==> config.mk <==
export PLATFORM = sky130hd
export DESIGN_NAME = ann_neuron_unit
export DESIGN_NICKNAME = d
export VERILOG_FILES = /design/src/rtl/ann_pkg.sv /design/src/rtl/ann_mac_slice.sv /design/src/rtl/ann_neuron_unit.sv
export SDC_FILE = /design/constraint.sdc
export NUM_CORES = 1
export LEC_CHECK = 0
export CAP_MARGIN = 20
export CORE_MARGIN = 2
export CORE_UTILIZATION = 25
export DETAILED_ROUTE_END_ITERATION = 16
export MAX_ROUTING_LAYER = met4
export PLACE_DENSITY_LB_ADDON = 0.12
export SYNTH_ARGS = -nofsm -noshare
export SYNTH_HDL_FRONTEND = slang
export SYNTH_SLANG_ARGS = --single-unit
==> constraint.sdc <==
create_clock -name clk -period 7 [get_ports clk]
set_clock_uncertainty 0.15 [all_clocks]
set_input_delay 1.4 -clock clk [delete_from_list [all_inputs] [get_ports clk]]
set_output_delay 1.4 -clock clk [all_outputs]
set_load 0.005 [all_outputs]
==> src/rtl/ann_pkg.sv <==
// Shared types and helpers for the neuron unit: FSM state enum,
// default sizing and the output saturation function.
package ann_pkg;

  localparam int DEF_N_IN = 3;
  localparam int DEF_DW   = 8;

  typedef enum logic [1:0] {
    IDLE = 2'd0,
    MAC  = 2'd1,
    OUT  = 2'd2
  } neuron_state_t;

  // Clamp a wide signed value into the signed range of a dw-bit word.
  // The result stays 64 bits wide so callers can cast it to their own width.
  function automatic logic signed [63:0] sat(input logic signed [63:0] v, input int dw);
    logic signed [63:0] hi;
    logic signed [63:0] lo;
    hi = (64'sd1 <<< (dw - 1)) - 64'sd1;
    lo = -(64'sd1 <<< (dw - 1));
    if (v > hi) begin
      sat = hi;
    end else if (v < lo) begin
      sat = lo;
    end else begin
      sat = v;
    end
  endfunction

endpackage

==> src/rtl/ann_mac_slice.sv <==
// Registered signed multiply-accumulate slice. clr loads the start value
// (bias), en adds one full-width product, otherwise the accumulator holds.
module ann_mac_slice #(
  parameter int DW    = 8,
  parameter int ACC_W = 19
) (
  input  logic                    clk,
  input  logic                    rst,
  input  logic                    clr,
  input  logic                    en,
  input  logic signed [ACC_W-1:0] init,
  input  logic signed [DW-1:0]    a,
  input  logic signed [DW-1:0]    b,
  output logic signed [ACC_W-1:0] acc
);

  logic signed [2*DW-1:0]  prod;
  logic signed [ACC_W-1:0] prod_ext;

  // Full-precision signed product, sign-extended to accumulator width.
  always_comb begin
    prod     = a * b;
    prod_ext = {{(ACC_W - 2*DW){prod[2*DW-1]}}, prod};
  end

  // Accumulator: load on clr, accumulate on en, hold otherwise.
  always_ff @(posedge clk or posedge rst) begin
    if (rst) begin
      acc <= '0;
    end else if (clr) begin
      acc <= init;
    end else if (en) begin
      acc <= acc + prod_ext;
    end
  end

endmodule

==> src/rtl/ann_neuron_unit.sv <==
// One neuron: N_IN-input signed MAC plus bias, started by a rising edge on
// en, reporting completion through ready/done. Optional build macro
// NEURON_RELU_EN fuses a ReLU in front of the saturating output stage.
module ann_neuron_unit
  import ann_pkg::*;
#(
  parameter int N_IN  = DEF_N_IN,
  parameter int DW    = DEF_DW,
  parameter int ACC_W = 2*DW + $clog2(N_IN) + 1
) (
  input  logic                       clk,
  input  logic                       rst,
  input  logic                       en,
  input  logic [N_IN*DW-1:0]         x_in,
  input  logic                       w_we,
  input  logic [$clog2(N_IN+1)-1:0]  w_addr,
  input  logic [DW-1:0]              w_data,
  output logic                       ready,
  output logic                       done,
  output logic signed [DW-1:0]       y
);

  localparam int AW = $clog2(N_IN + 1);
  localparam logic [AW-1:0] LAST_IDX = AW'(N_IN - 1);
  localparam logic [AW-1:0] BIAS_ADDR = AW'(N_IN);

  neuron_state_t state;
  neuron_state_t state_next;

  logic                    en_q;
  logic                    idle;
  logic                    start;
  logic                    mac_en;
  logic                    bias_wr;
  logic [AW-1:0]           idx;

  logic signed [DW-1:0]    w_reg [N_IN];
  logic signed [DW-1:0]    x_reg [N_IN];
  logic signed [DW-1:0]    bias_reg;

  logic signed [DW-1:0]    bias_eff;
  logic signed [ACC_W-1:0] acc_init;
  logic signed [DW-1:0]    mac_a;
  logic signed [DW-1:0]    mac_b;
  logic signed [ACC_W-1:0] acc;
  logic signed [63:0]      acc_wide;
  logic signed [DW-1:0]    y_next;

  // Start detection, write qualification and operand selection. A bias
  // written on the start edge is bypassed so the new computation sees it.
  always_comb begin
    idle     = (state == IDLE);
    start    = en & ~en_q & idle;
    mac_en   = (state == MAC);
    bias_wr  = w_we & idle & (w_addr == BIAS_ADDR);
    bias_eff = bias_wr ? $signed(w_data) : bias_reg;
    acc_init = {{(ACC_W - DW){bias_eff[DW-1]}}, bias_eff};
    mac_a    = w_reg[idx];
    mac_b    = x_reg[idx];
  end

  // Output value: saturate the final sum, optionally zeroing negatives.
  always_comb begin
    acc_wide = {{(64 - ACC_W){acc[ACC_W-1]}}, acc};
`ifdef NEURON_RELU_EN
    y_next = acc[ACC_W-1] ? '0 : DW'(sat(acc_wide, DW));
`else
    y_next = DW'(sat(acc_wide, DW));
`endif
  end

  // State register.
  always_ff @(posedge clk or posedge rst) begin
    if (rst) begin
      state <= IDLE;
    end else begin
      state <= state_next;
    end
  end

  // Next-state logic: one MAC cycle per input, then a single output cycle.
  always_comb begin
    state_next = state;
    case (state)
      IDLE: begin
        if (start) begin
          state_next = MAC;
        end
      end
      MAC: begin
        if (idx == LAST_IDX) begin
          state_next = OUT;
        end
      end
      OUT: begin
        state_next = IDLE;
      end
      default: begin
        state_next = IDLE;
      end
    endcase
  end

  // Edge detector history for en; tracks en every cycle regardless of state.
  always_ff @(posedge clk or posedge rst) begin
    if (rst) begin
      en_q <= 1'b0;
    end else begin
      en_q <= en;
    end
  end

  // Weight and bias storage; writes are only accepted while idle.
  always_ff @(posedge clk or posedge rst) begin
    if (rst) begin
      for (int i = 0; i < N_IN; i++) begin
        w_reg[i] <= '0;
      end
      bias_reg <= '0;
    end else if (idle && w_we) begin
      for (int i = 0; i < N_IN; i++) begin
        if (w_addr == AW'(i)) begin
          w_reg[i] <= $signed(w_data);
        end
      end
      if (bias_wr) begin
        bias_reg <= $signed(w_data);
      end
    end
  end

  // Input snapshot taken on the start edge so later x_in changes are harmless.
  always_ff @(posedge clk or posedge rst) begin
    if (rst) begin
      for (int i = 0; i < N_IN; i++) begin
        x_reg[i] <= '0;
      end
    end else if (start) begin
      for (int i = 0; i < N_IN; i++) begin
        x_reg[i] <= $signed(x_in[i*DW +: DW]);
      end
    end
  end

  // Operand index: cleared at start, stepped once per MAC cycle.
  always_ff @(posedge clk or posedge rst) begin
    if (rst) begin
      idx <= '0;
    end else if (start) begin
      idx <= '0;
    end else if (mac_en) begin
      idx <= idx + AW'(1);
    end
  end

  // Handshake and result registers: ready drops at start, and the output
  // cycle publishes y with ready and a one-cycle done pulse.
  always_ff @(posedge clk or posedge rst) begin
    if (rst) begin
      ready <= 1'b1;
      done  <= 1'b0;
      y     <= '0;
    end else begin
      done <= 1'b0;
      if (start) begin
        ready <= 1'b0;
      end
      if (state == OUT) begin
        y     <= y_next;
        ready <= 1'b1;
        done  <= 1'b1;
      end
    end
  end

  // Single shared MAC slice, fed through the idx operand muxes.
  ann_mac_slice #(
    .DW    (DW),
    .ACC_W (ACC_W)
  ) u_mac (
    .clk  (clk),
    .rst  (rst),
    .clr  (start),
    .en   (mac_en),
    .init (acc_init),
    .a    (mac_a),
    .b    (mac_b),
    .acc  (acc)
  );

endmodule

== After elaboration in Yosys (flattened, before gate mapping) ==
Index checks and enable logic that the tools add are counted.
Word-level totals
  word-level logic and storage cells: 62
  input port bits: 38
  register bits: 90
  output and inout port bits: 10
Operators by class
  reductions and logical operators: 9
  multipliers: 1
  equality and inequality tests: 8
  add/subtract/negate cells: 2
  bitwise operators: 6
  magnitude comparators: 3
  multiplexer cells: 19
Operator list (number)
  8-bit two-way mux: 7
  19-bit two-way mux: 2
  8-bit binary-select mux with 2-bit select: 2
  19-bit by 16-bit adder with 19-bit output: 1
  19-bit by 8-bit > comparator with 1-bit output, second input constant: 1
  19-bit by 8-bit less-than comparator with 1-bit output, second input constant: 1
  8-bit by 8-bit multiplier with 16-bit output: 1
  2-bit == test, second input constant: 4
  2-bit two-way mux: 4
  2-bit AND reduction: 4
  1-bit AND: 4
  2-bit by 1-bit == test with 1-bit output, second input constant: 2
  2-bit logical NOT: 2
  2-bit by 1-bit != test with 1-bit output, second input constant: 2
  2-bit one-hot mux with 2 select lines: 1
  2-bit nonzero test: 2
  3-bit greater-or-equal comparator, second input constant: 1
  1-bit two-way mux: 3
  2-bit inverter with 3-bit output: 1
  2-bit by 1-bit adder with 2-bit output, second input constant: 1
  1-bit logical AND: 1
  1-bit inverter: 1

== Longest topological paths before layout ==
  word-level depth: 8
  gate-level depth with buffers: 24
  depth with buffers taken out: 22

== Modules after synthesis ==
From an unflattened synthesis, not the netlist that was laid out.
Second synthesis, totals
  cells, all modules: 742
  area, all modules: 7507.2 µm²
By module, submodules not included
  ann_mac_slice: sequential area each 475.5 µm², instances 1, area an instance 4280.4 µm², cells an instance 442
  ann_neuron_unit: sequential area each 1778.0 µm², instances 1, area an instance 3226.8 µm², cells an instance 300

== Worst setup path after synthesis ==
No wires, ideal clock.
  kind: reg2reg
  from: register idx[0]
  to: register u_mac.acc[10]
  arrival time: 5.536 ns
  clock period less this slack: 5.807 ns
  stages on the path, launching flop included: 21
  path slack: 1.193 ns
  buffers on the path: 1
  setup time: 0.121 ns
  required time: 6.729 ns
  path through: dfrtp_1 -> buf_2 -> inv_1 -> nor2_2 -> nand2_1 -> o21ai_1 -> and2_1 -> inv_1 -> fa_1 -> inv_1 -> fa_1 -> fa_1 -> fa_1 -> fa_1 -> ha_1 -> o21a_1 -> o31a_1 -> o21a_1 -> or4_1 -> a31oi_1 -> nor2_1
Between the ends
  longest elaborated chain between the ends: 8
  elaborated cells on any way between the ends: 11
  those cells by class: 1 x add/sub; 1 x mul; 8 x mux; 1 x bitwise
Ends and longest elaborated chain
  from (decl): RTL line ann_neuron_unit.sv:35  | logic [AW-1:0] idx;
  from (signal assigned): RTL line ann_neuron_unit.sv:152  | idx <= idx + AW'(1);
  2-bit inverter with 3-bit output (implied by the code) (*): RTL line ann_neuron_unit.sv:58, ann_neuron_unit.sv:59
  8-bit binary-select mux with 2-bit select (on tied branches): RTL line ann_neuron_unit.sv:58, ann_neuron_unit.sv:59
  8-bit two-way mux (on tied branches) (2 in a row): RTL line ann_neuron_unit.sv:58, ann_neuron_unit.sv:59
  8-bit by 8-bit multiplier with 16-bit output (*): RTL line ann_mac_slice.sv:22  | prod = a * b;
  19-bit by 16-bit adder with 19-bit output (*): RTL line ann_mac_slice.sv:33  | acc <= acc + prod_ext;
  19-bit two-way mux (*): RTL line ann_mac_slice.sv:32  | end else if (en) begin
  19-bit two-way mux (*): RTL line ann_mac_slice.sv:30  | end else if (clr) begin
  to (signal assigned): RTL line ann_mac_slice.sv:31  | acc <= init;
  to (signal assigned): RTL line ann_mac_slice.sv:33
  to (decl): RTL line ann_mac_slice.sv:14  | output logic signed [ACC_W-1:0] acc
Mark *: on every way between the ends. The rest lies on a longest branch, timed or not. The select of a mux whose other input is x is not followed.
A chain may end at the register's enable or synchronous reset.

== Final worst setup path ==
  from: register idx[1]
  to: register u_mac.acc[15]
Same word-level chain as after synthesis.

==> impl_metrics.env <==
export IMPL_postSynthCellCount=743
export IMPL_mappedNetlistArea_sq_um=7340
export IMPL_worstPathMaxFanout=14
export IMPL_endpoint_kind="register"
export IMPL_endpoints_failing_setup=0
export IMPL_gp_routability_congestion=0.788
export IMPL_clkSlewWorstSetupHoldPaths_ns=0.07
export IMPL_synth_seq_cells=90
export IMPL_seq_area_frac_synth_pct=30.7
export IMPL_drv_cap=0
export IMPL_nNetsFinal=968
export IMPL_post_drt_via_cell_ratio=4.36
export IMPL_setup_total_negative_slack_ns=0
export IMPL_routed_wire_length_per_instance_um=16.0
export IMPL_critPathSlowestCell="sky130_fd_sc_hd__dfrtp_1"
export IMPL_route_vias_total=5192
export IMPL_floorplan_die_height_um=175
export IMPL_finalWorstPathRequiredPeriod_ns=6.34
export IMPL_placeableCoreArea_sq_um=28800
export IMPL_drt_pass1_iterations=4
export IMPL_die_area_sq_um=30700
export IMPL_ys_warnings_count=0
export IMPL_postLayoutSetupSlackWorst_ns=0.659
export IMPL_port_buffers=47
export IMPL_design_portCount=48
export IMPL_drc=0
export IMPL_worst_max_slew_margin_expressed_relative_to_the_limit_pct=41.8
export IMPL_clock_root_buffer="sky130_fd_sc_hd__clkbuf_16"
export IMPL_number_of_buffers_created_by_cts=9
export IMPL_worst_setup_start_kind="register"
export IMPL_synthTopCellsByCount="sky130_fd_sc_hd__nand2_1, sky130_fd_sc_hd__inv_1, sky130_fd_sc_hd__dfrtp_1"
export IMPL_critPathMaxStageDelay_ns=0.77
export IMPL_grt_pass1_vias=5437
export IMPL_run_status="finished, final reports clean"
export IMPL_grt_first_pass_wirelength_mm=30.9
export IMPL_synth_cell_types=55
export IMPL_tritoncts_clock_tree="done"
export IMPL_yosysTopAreaCellShare_pct=30.4
export IMPL_worst_path_most_repeated_cell="sky130_fd_sc_hd__fa_1"
export IMPL_insertion_delay_ns=0.35
export IMPL_slew_violations=0
export IMPL_post_route_cell_area_sq_um=8630
export IMPL_fmaxAchievable_ghz=0.158
export IMPL_global_route_overflow_total=0
export IMPL_fp_row_count=62
export IMPL_cts_max_level=3
export IMPL_crit_type="register to register"
export IMPL_yosys_most_used_dff="sky130_fd_sc_hd__dfrtp_1"
export IMPL_drt_iter0_drc=229
export IMPL_drt_antenna_violating_nets=0
export IMPL_post_synth_cell_area_avg_sq_um=9.87
export IMPL_grt_antenna_before_repair=0
export IMPL_cts_resized=0
export IMPL_synth_edff_count=0
export IMPL_placed_area_sq_um=8350
export IMPL_layout_area_overhead_vs_synth_pct=17.7
export IMPL_route_final_wire_length_mm=19.1
export IMPL_rsz_0062_raised_after_global_routing="no"
export IMPL_ys_async_sr_fraction_pct=100
export IMPL_crit_arrival_ns=6.44
export IMPL_antennaDiodeCount=0
export IMPL_timing_final_hold_violations=0
export IMPL_syn_nets=910
export IMPL_synth_largest_area_cell="sky130_fd_sc_hd__dfrtp_1"
export IMPL_place_ws_ns=0.577
export IMPL_yosysMostFrequentCell="sky130_fd_sc_hd__nand2_1"
export IMPL_path_cells="nor2_2, buf_4, a21oi_1, nand2b_1, fa_1, fa_1, inv_1, fa_1, fa_1, fa_1, ha_1, a21o_1, a21oi_1, a211oi_2, o211ai_1, a21oi_1, nor3_1"
export IMPL_grt_max_degree=63
export IMPL_cts_hold_buffers_added=0
export IMPL_post_layout_nonfiller_instances=1190
export IMPL_cts_setup_buffers=0
export IMPL_detailedPlacementHpwl_mm=15.1
export IMPL_cts_sink_count=90
export IMPL_min_delay_path_class="register to register"
export IMPL_grt_util_all_layers_pct=13.5
export IMPL_worst_slew_pin_slew_ns=0.870
export IMPL_layout_drive_gt1_share_pct=10.3
export IMPL_clock_tree_buffer_depth=2
export IMPL_netlist_top_cells_area="sky130_fd_sc_hd__dfrtp_1, sky130_fd_sc_hd__fa_1, sky130_fd_sc_hd__ha_1, sky130_fd_sc_hd__nand2_1, sky130_fd_sc_hd__inv_1"
export IMPL_final_period_util_pct=90.6
export IMPL_post_place_cells=1174
export IMPL_start_util_pct=25.5
export IMPL_critical_path_required_ns=7.10
export IMPL_overall_die_width_um=175
export IMPL_fillers=3047
layout by cell type (no fill, tap or decap), types with 18 or more instances in the layout:
master / count
sky130_fd_sc_hd__fa_1: 84
sky130_fd_sc_hd__mux2i_1: 18
sky130_fd_sc_hd__nor2_1: 57
sky130_fd_sc_hd__buf_4: 19
sky130_fd_sc_hd__mux2_2: 32
sky130_fd_sc_hd__nand2_1: 138
sky130_fd_sc_hd__dfrtp_1: 89
sky130_fd_sc_hd__clkdlybuf4s50_1: 47
sky130_fd_sc_hd__ha_1: 45
sky130_fd_sc_hd__a21oi_1: 19
sky130_fd_sc_hd__inv_1: 97
sky130_fd_sc_hd__o21ai_0: 25
final timing paths:
path	startpoint	end	slack, ns	cells past startpoint
min reg2reg	ready	ready	0.32	2
max in group asynchronous	rst	u_mac.acc[6]	4.30	3
min	ready	ready	0.32	2
max	idx[1]	u_mac.acc[15]	0.66	17
min in group asynchronous	rst	x_reg[23]	1.23	2
max reg2reg	idx[1]	u_mac.acc[15]	0.66	17
through the flow:
stage	util [%]	hold slack [ns]
after floorplan	-	0.295
after global placement	29.0	0.306
after detailed placement	29.0	0.311
after CTS	30.0	0.321
after global routing	30.0	0.349
final	30.0	0.323
area by class of cell:
class                      instances  area, sq um  area share (%)
sequential                        90         2250            26.1
clock inverter                     6         48.8           0.565
clock buffer                      10          229            2.65
tap                              384          480            5.57
inverter                          98          370            4.29
timing repair buffer              66          613            7.10
multi-input combinational        536         4640            53.7
logic make-up (layout without fill, tap and decap cells):
logic type / count (synthesis) / count (layout) / synth area share, %
AO/OA/AOI/OAI: 93 / 93 / 8.07
XOR/XNOR: 13 / 13 / 1.55
adder cells (fa/ha/maj): 129 / 129 / 30.6
buffers and inverters: 117 / 180 / 6.09
flip-flops: 90 / 90 / 30.7
multiplexers: 51 / 51 / 7.57
AND/OR/NAND/NOR: 250 / 250 / 15.4
critical path: cells and delay by family (launching register included):
kind                       cells  cell delay (ns)
DFF                            1             0.77
adders and majority gates      6             2.98
buffers and inverters          2             0.28
and+or+nand+nor                3             0.50
AOI/OAI and AO/OA              6             1.59
routing by layer:
layer	global-route usage (%)	up-vias	wire length, um
li1	-	2516	-
met5	-	-	0
met4	2.81	0	150
met1	18.7	2600	9380
met3	1.73	10	449
met2	21.2	66	9090
Power is left out: the tool's default activity adds up to more than one toggle a clock period on the data nets, which glitch-free logic cannot reach.
